File: src/rtl/seq_detect_logger_pkg.sv
// Shared constants and event record for the 1101 detection logger.
//   DEF_TS_W  : default timestamp width
//   DEF_CNT_W : default saturating counter width
//   DEF_DEPTH : default event FIFO depth (power of two, >= 2)
//   evt_t     : logged event record; new fields can be added here without
//               touching module ports
package seq_det_pkg;

  localparam int unsigned DEF_TS_W  = 16;
  localparam int unsigned DEF_CNT_W = 16;
  localparam int unsigned DEF_DEPTH = 4;

  typedef struct packed {
    logic [DEF_TS_W-1:0] ts;
  } evt_t;

endpackage

File: src/rtl/seq_detect_logger_if.sv
// Control and event-drain bundle for seq_detect_logger.
//   master : drives en, clr, det_in, evt_ready; observes event and status
//   slave  : the logger side
interface seq_detect_logger_if
  import seq_det_pkg::*;
#(
  parameter int unsigned TS_W  = DEF_TS_W,
  parameter int unsigned CNT_W = DEF_CNT_W,
  parameter int unsigned DEPTH = DEF_DEPTH
);

  localparam int unsigned LVL_W = $clog2(DEPTH) + 1;

  logic             en;
  logic             clr;
  logic             det_in;
  logic             evt_valid;
  logic             evt_ready;
  logic [TS_W-1:0]  evt_ts;
  logic [CNT_W-1:0] evt_cnt;
  logic [CNT_W-1:0] drop_cnt;
  logic             overflow;
  logic [LVL_W-1:0] fifo_level;

  modport master (
    output en, clr, det_in, evt_ready,
    input  evt_valid, evt_ts, evt_cnt, drop_cnt, overflow, fifo_level
  );

  modport slave (
    input  en, clr, det_in, evt_ready,
    output evt_valid, evt_ts, evt_cnt, drop_cnt, overflow, fifo_level
  );

endinterface

File: src/rtl/seq_detect_logger_evt_fifo.sv
// Synchronous event FIFO with a registered head word.
//   clk, rst  : clock, synchronous active-low reset
//   push      : write data_in (accepted when not full, or full with a pop)
//   pop       : remove head (ignored when empty)
//   flush     : empty the FIFO; overrides push and pop
//   head      : registered head entry, zero when empty
//   valid     : registered, FIFO holds at least one entry
//   full_c    : combinational full flag
//   empty_c   : combinational empty flag
//   level     : registered occupancy 0..DEPTH
module evt_fifo
  import seq_det_pkg::*;
#(
  parameter int unsigned DEPTH = DEF_DEPTH,
  parameter type         T     = evt_t
)(
  input  logic                     clk,
  input  logic                     rst,
  input  logic                     push,
  input  T                         data_in,
  input  logic                     pop,
  input  logic                     flush,
  output T                         head,
  output logic                     valid,
  output logic                     full_c,
  output logic                     empty_c,
  output logic [$clog2(DEPTH):0]   level
);

  localparam int unsigned PTR_W = $clog2(DEPTH);
  localparam int unsigned LVL_W = PTR_W + 1;

  T                 mem [DEPTH];
  logic [PTR_W-1:0] wr_ptr;
  logic [PTR_W-1:0] rd_ptr;
  logic [LVL_W-1:0] level_q;
  logic [LVL_W-1:0] level_n;
  T                 head_q;
  T                 head_n;
  logic             pop_ok;
  logic             push_ok;

  assign full_c  = (level_q == LVL_W'(DEPTH));
  assign empty_c = (level_q == '0);

  // A pop frees the slot a same-cycle push needs when full.
  assign pop_ok  = pop & ~empty_c;
  assign push_ok = push & (~full_c | pop_ok);

  // Next occupancy and next head word; the head is kept in its own register
  // so the consumer sees a registered payload.
  always_comb begin
    level_n = level_q + LVL_W'(push_ok) - LVL_W'(pop_ok);
    head_n  = head_q;
    if (flush) begin
      level_n = '0;
      head_n  = '0;
    end else if (pop_ok) begin
      if (level_q > LVL_W'(1)) begin
        head_n = mem[rd_ptr + PTR_W'(1)];
      end else if (push_ok) begin
        head_n = data_in;
      end else begin
        head_n = '0;
      end
    end else if (empty_c && push_ok) begin
      head_n = data_in;
    end
  end

  // Pointer, level and head state.
  always_ff @(posedge clk) begin
    if (!rst) begin
      wr_ptr  <= '0;
      rd_ptr  <= '0;
      level_q <= '0;
      head_q  <= '0;
      valid   <= 1'b0;
    end else begin
      level_q <= level_n;
      head_q  <= head_n;
      valid   <= (level_n != '0);
      if (flush) begin
        wr_ptr <= '0;
        rd_ptr <= '0;
      end else begin
        if (push_ok) wr_ptr <= wr_ptr + PTR_W'(1);
        if (pop_ok)  rd_ptr <= rd_ptr + PTR_W'(1);
      end
    end
  end

  // Storage array; contents are don't-care until written.
  always_ff @(posedge clk) begin
    if (push_ok && !flush) mem[wr_ptr] <= data_in;
  end

  assign head  = head_q;
  assign level = level_q;

endmodule

File: src/rtl/seq_detect_logger.sv
// Timestamped event logger for the 1101 pattern detector.
//   clk, rst        : clock, synchronous active-low reset
//   bus.en          : run timestamp and accept detections
//   bus.clr         : clear counters, overflow flag and buffered events
//   bus.det_in      : detection flag; each rising edge is one event
//   bus.evt_valid/evt_ready/evt_ts : drain handshake and head timestamp
//   bus.evt_cnt     : saturating count of accepted events
//   bus.drop_cnt    : saturating count of events lost to a full FIFO
//   bus.overflow    : sticky, set on first drop
//   bus.fifo_level  : current occupancy
module seq_detect_logger
  import seq_det_pkg::*;
#(
  parameter int unsigned TS_W  = DEF_TS_W,
  parameter int unsigned CNT_W = DEF_CNT_W,
  parameter int unsigned DEPTH = DEF_DEPTH
)(
  input  logic              clk,
  input  logic              rst,
  seq_detect_logger_if.slave bus
);

  localparam int unsigned LVL_W    = $clog2(DEPTH) + 1;
  localparam int unsigned EVT_TS_W = $bits(evt_t);

  logic             det_d;
  logic [TS_W-1:0]  ts;
  logic [CNT_W-1:0] evt_cnt_q;
  logic [CNT_W-1:0] drop_cnt_q;
  logic             overflow_q;

  logic             rise_c;
  logic             pop_c;
  logic             push_c;
  logic             drop_c;
  logic             accept_c;
  logic             full_c;
  logic             empty_c;
  logic             valid;
  logic [LVL_W-1:0] level;
  evt_t             evt_in;
  evt_t             head;

  // One event per low-to-high transition while enabled; clr swallows it.
  assign rise_c   = bus.det_in & ~det_d & bus.en;
  assign pop_c    = ~empty_c & bus.evt_ready;
  assign push_c   = rise_c & ~bus.clr;
  assign drop_c   = push_c & full_c & ~pop_c;
  assign accept_c = push_c & ~drop_c;

  // Event captures the timestamp before this edge's increment.
  always_comb begin
    evt_in    = '0;
    evt_in.ts = EVT_TS_W'(ts);
  end

  evt_fifo #(
    .DEPTH (DEPTH),
    .T     (evt_t)
  ) u_fifo (
    .clk     (clk),
    .rst     (rst),
    .push    (push_c),
    .data_in (evt_in),
    .pop     (pop_c),
    .flush   (bus.clr),
    .head    (head),
    .valid   (valid),
    .full_c  (full_c),
    .empty_c (empty_c),
    .level   (level)
  );

  // Edge-detect history and free-running timestamp; clr leaves both alone.
  always_ff @(posedge clk) begin
    if (!rst) begin
      det_d <= 1'b0;
      ts    <= '0;
    end else begin
      det_d <= bus.det_in;
      if (bus.en) ts <= ts + TS_W'(1);
    end
  end

  // Saturating event/drop counters and sticky overflow.
  always_ff @(posedge clk) begin
    if (!rst) begin
      evt_cnt_q  <= '0;
      drop_cnt_q <= '0;
      overflow_q <= 1'b0;
    end else if (bus.clr) begin
      evt_cnt_q  <= '0;
      drop_cnt_q <= '0;
      overflow_q <= 1'b0;
    end else begin
      if (accept_c && !(&evt_cnt_q)) evt_cnt_q  <= evt_cnt_q + CNT_W'(1);
      if (drop_c && !(&drop_cnt_q))  drop_cnt_q <= drop_cnt_q + CNT_W'(1);
      if (drop_c)                    overflow_q <= 1'b1;
    end
  end

  assign bus.evt_valid  = valid;
  assign bus.evt_ts     = TS_W'(head.ts);
  assign bus.evt_cnt    = evt_cnt_q;
  assign bus.drop_cnt   = drop_cnt_q;
  assign bus.overflow   = overflow_q;
  assign bus.fifo_level = level;

endmodule

File: src/flat_wrapper.sv
// flat-port wrapper written by rule: the top's interface ports become plain ports
module seq_detect_logger_flat import seq_det_pkg::*;
#(
  parameter int unsigned TS_W  = DEF_TS_W,
  parameter int unsigned CNT_W = DEF_CNT_W,
  parameter int unsigned DEPTH = DEF_DEPTH
)
  (clk, rst, bus_en, bus_clr, bus_det_in, bus_evt_ready, bus_evt_valid, bus_evt_ts, bus_evt_cnt, bus_drop_cnt, bus_overflow, bus_fifo_level);
  seq_detect_logger_if #(.TS_W(TS_W), .CNT_W(CNT_W), .DEPTH(DEPTH)) bus_i ();
  input  logic clk;
  input  logic rst;
  input wire logic [$bits(bus_i.en)-1:0] bus_en;
  input wire logic [$bits(bus_i.clr)-1:0] bus_clr;
  input wire logic [$bits(bus_i.det_in)-1:0] bus_det_in;
  input wire logic [$bits(bus_i.evt_ready)-1:0] bus_evt_ready;
  output wire logic [$bits(bus_i.evt_valid)-1:0] bus_evt_valid;
  output wire logic [$bits(bus_i.evt_ts)-1:0] bus_evt_ts;
  output wire logic [$bits(bus_i.evt_cnt)-1:0] bus_evt_cnt;
  output wire logic [$bits(bus_i.drop_cnt)-1:0] bus_drop_cnt;
  output wire logic [$bits(bus_i.overflow)-1:0] bus_overflow;
  output wire logic [$bits(bus_i.fifo_level)-1:0] bus_fifo_level;
  assign bus_i.en = bus_en;
  assign bus_i.clr = bus_clr;
  assign bus_i.det_in = bus_det_in;
  assign bus_i.evt_ready = bus_evt_ready;
  assign bus_evt_valid = bus_i.evt_valid;
  assign bus_evt_ts = bus_i.evt_ts;
  assign bus_evt_cnt = bus_i.evt_cnt;
  assign bus_drop_cnt = bus_i.drop_cnt;
  assign bus_overflow = bus_i.overflow;
  assign bus_fifo_level = bus_i.fifo_level;
  seq_detect_logger #(.TS_W(TS_W), .CNT_W(CNT_W), .DEPTH(DEPTH)) u_core (.clk(clk), .rst(rst), .bus(bus_i));
endmodule
File: config.mk
export PLATFORM = sky130hd
export DESIGN_NAME = seq_detect_logger_flat
export DESIGN_NICKNAME = d
export VERILOG_FILES = /design/src/rtl/seq_detect_logger_pkg.sv /design/src/rtl/seq_detect_logger_if.sv /design/src/rtl/seq_detect_logger_evt_fifo.sv /design/src/rtl/seq_detect_logger.sv /design/src/flat_wrapper.sv
export SDC_FILE = /design/constraint.sdc
export NUM_CORES = 1
export LEC_CHECK = 0
export BUFFER_PORTS_ARGS = -buffer_cell sky130_fd_sc_hd__buf_2
export CAP_MARGIN = 25
export CORE_ASPECT_RATIO = 1.25
export CORE_MARGIN = 10
export CORE_UTILIZATION = 46
export CTS_BUF_LIST = sky130_fd_sc_hd__clkbuf_16
export DETAILED_ROUTE_END_ITERATION = 6
export PLACE_DENSITY = 0.72
export SYNTH_ARGS = -nofsm -noshare
export SYNTH_HDL_FRONTEND = slang
export SYNTH_SLANG_ARGS = --single-unit
File: constraint.sdc
create_clock -name clk -period 2.42 [get_ports clk]
set_clock_uncertainty 0.05 [all_clocks]
set_input_delay 0.484 -clock clk [delete_from_list [all_inputs] [get_ports clk]]
set_output_delay 0.484 -clock clk [all_outputs]
set_load 0.01 [all_outputs]
==> run_results.csv <==
group,metric,value,unit
status,outcome,"complete, no violations",
power_and_ir_drop,seqPwrFrac,0.445,
cts,cts_inserted_buffers,17,
drt,wl_per_cell,17.41,um
global_route,antenna_found_initial,0,
power_and_ir_drop,power,5.557,mW
cts,cts_tree,"yes",
sta,max_slew_margin,0.6118,
global_route,grt_pass1_wl,21.20,mm
cts,clock_latency,0.42,ns
job,cap_violations,0,
die,num_rows,45,
power_and_ir_drop,power_frac_comb,0.027,
power_and_ir_drop,cellPowerDensity,782.8,mW/mm^2
setup_path,worstPathMaxFanout,7,
cts,cts_setup_buffers,0,
place,io_buffers,58,
sta,fmax,437.4,MHz
global_route,grt-ovfl-total,0,
synthesis,synth_edf_count,64,
setup_path,cp.arrival,2.58,ns
die,die_h,144.7,um
synthesis,postSynthAreaPerCell,12.09,sq um
finish,fin_cells,736,
synthesis,ys_warn_count,0,
setup_path,endpoint_kind,"flip-flop",
drt,drc,0,
global_route,grt_util_all_layers,0.1546,
place,dp_hpwl,8.399,mm
sta,worst_hold_slack,0.2813,ns
sta,setup_viol,0,
power_and_ir_drop,netSwitchingFraction,0.2000,
synthesis,synthCells,473,
place,dp_cells,704,
die,die_w,119.7,um
synthesis,async_flop_share,0,
finish,antennaDiodeCount,0,
cts,cts-htree-levels,4,
drt,antenna_left,0,
sta,tightest_slew,0.5763,ns
cts,cts_sinks,138,
power_and_ir_drop,switchingPower,1.112,mW
sta,period_minus_slack,2.286,ns
synthesis,syn-num-nets,490,
power_and_ir_drop,internal_power,4.446,mW
drt,num_vias,4004,
setup_path,path_class,"reg2reg",
power_and_ir_drop,peakVddDrop,0.4513,mV
finish,final_common_cell,"dfxtp_1",
setup_path,timing.reg2reg.setup_slack,0.13,ns
cts,cts_hold_buf,0,
global_route,grt_start_max_net_pins,41,
power_and_ir_drop,p_leak,2.687,nW
worst_hold_path,hp-class,"in2reg",
power_and_ir_drop,pwr-share-clk,0.528,
synthesis,ys_seq_elements,138,
sta,slew_viol_final,0,
place,finalWeightedCongestion,0.7963,
drt,drt_first_pass_iters,4,
finish,final_cell_mix,"dfxtp_1, edfxtp_1, buf_2",
sta,hold_viol,0,
finish,final_nets,576,
synthesis,yosys.cell_types.count,49,
place,post-place-ws,-0.05856,ns
setup_path,cp-start-kind,"flip-flop",
die,coreArea,0.01216,sq mm
die,ios,59,
cts,cts_resized,0,
cts,clkTransAtPathRegs,0.06,ns
die,start_util,0.4702,
synthesis,synthFlopType,"dfxtp_1",
sta,setup_slack,0.1338,ns
sta,rsz0062_at_grt,"no",
cts,cts_root_buf,"clkbuf_16",
finish,final_layout_size_suffix_gt1_frac,0.2640,
finish,fillers,1024,
finish,area_growth_syn_to_layout,24.16,%
drt,drtIter0Drc,244,
synthesis,synthesis.area,0.005718,sq mm
drt,via_per_inst,5.440,
synthesis,yosysSeqAreaShare,0.5952,
drt,wl,12.81,mm
sta,fin_crit_sh,0.9447,
die,die_area,0.01732,sq mm
cts,clk_path_buf_depth,2,
global_route,grt_pass1_vias,4215,
setup_path,required,2.72,ns
layer usage:
metal	GRT usage	share of wire	vias to the layer above	wire, um
met5	0	0	-	0
li1	-	-	1921	-
met4	0.05789	0.016	0	200
met2	0.2686	0.51	109	6562
met1	0.1771	0.41	1954	5290
met3	0.04457	0.059	20	758
power by group through the flow:
stage               Combinational, mW  Sequential (mW)  Clock [mW]
CTS                             0.150             2.47        2.97
detailed placement              0.149             2.52           0
global route                    0.167             2.47        3.08
floorplan                      0.0769             2.52           0
finish                          0.149             2.47        2.94
global placement                0.145             2.52           0
logic make-up after synthesis:
group,share of synthesized area
xor gates and xnor gates,0.05667
AOI/OAI and AO/OA,0.08403
and+or+nand+nor,0.1462
muxes,0.07002
adders and majority gates,0.02538
buffers and inverters,0.02254
DFF,0.5952
metrics by stage:
stage | TNS [ns] | util | instance area [sq um]
4_1_cts | 0 | 0.5826 | 7086
3_5_place_dp | -0.08526 | 0.5275 | 6415
6_report | 0 | 0.5837 | 7099
5_1_grt | 0 | 0.5837 | 7099
3_3_place_gp | -0.006535 | 0.5275 | 6415
2_1_floorplan | 0 | - | 5729
cell usage after synthesis (8+ instances only):
| cell | count | share of area |
|---|---|---|
| nand4_1 | 10 | 0.011 |
| clkbuf_1 | 17 | 0.011 |
| nand3_1 | 15 | 0.013 |
| inv_1 | 10 | 0.0066 |
| nor2_1 | 39 | 0.026 |
| and3_1 | 8 | 0.0088 |
| xor2_1 | 16 | 0.025 |
| a22oi_1 | 16 | 0.021 |
| nor3_1 | 8 | 0.0070 |
| dfxtp_1 | 74 | 0.26 |
| mux4_2 | 16 | 0.063 |
| edfxtp_1 | 64 | 0.34 |
| and2_1 | 13 | 0.014 |
| nand2_1 | 24 | 0.016 |
| ha_1 | 10 | 0.022 |
| xnor2_1 | 21 | 0.032 |
| o21ai_0 | 25 | 0.022 |
| a21oi_1 | 21 | 0.018 |
final timing paths:
path / startpoint / to / depth (start not counted)
setup / recovery: u_core.bus.evt_cnt[1] / u_core.bus.evt_cnt[15] / 6
hold / removal: bus_det_in / u_core.det_d / 2
setup reg to reg: u_core.bus.evt_cnt[1] / u_core.bus.evt_cnt[15] / 6
hold reg to reg: u_core.bus.overflow / u_core.bus.overflow / 2
worst max-delay path: stages (launching register included):
cell     delay (ns)
dfxtp_1        0.36
ha_1           0.26
and4_1         0.22
and4_1         0.28
or4_4          0.54
or3_1          0.37
a21oi_1        0.15
sequential cells by signal (all words and copies together), names as in the netlist:
signal	count
u_core.u_fifo.mem	64
u_core.bus.overflow	1
u_core.u_fifo.wr_ptr	2
u_core.u_fifo.valid	1
u_core.bus.drop_cnt	16
u_core.u_fifo.head	16
u_core.u_fifo.level	3
u_core.det_d	1
u_core.u_fifo.rd_ptr	2
u_core.evt_in	16
u_core.bus.evt_cnt	16
final cells by class:
| class | count | area, sq um | share of cell area |
|---|---|---|---|
| timing repair buffer | 89 | 560.5 | 0.07896 |
| sequential | 138 | 3405 | 0.4796 |
| clock buffer | 17 | 425.4 | 0.05992 |
| inverter | 11 | 41.29 | 0.005816 |
| clock inverter | 15 | 245.2 | 0.03454 |
| multi-input combinational | 302 | 2217 | 0.3123 |
| tap | 164 | 205.2 | 0.02890 |
Power figures use the tool's default switching activity.
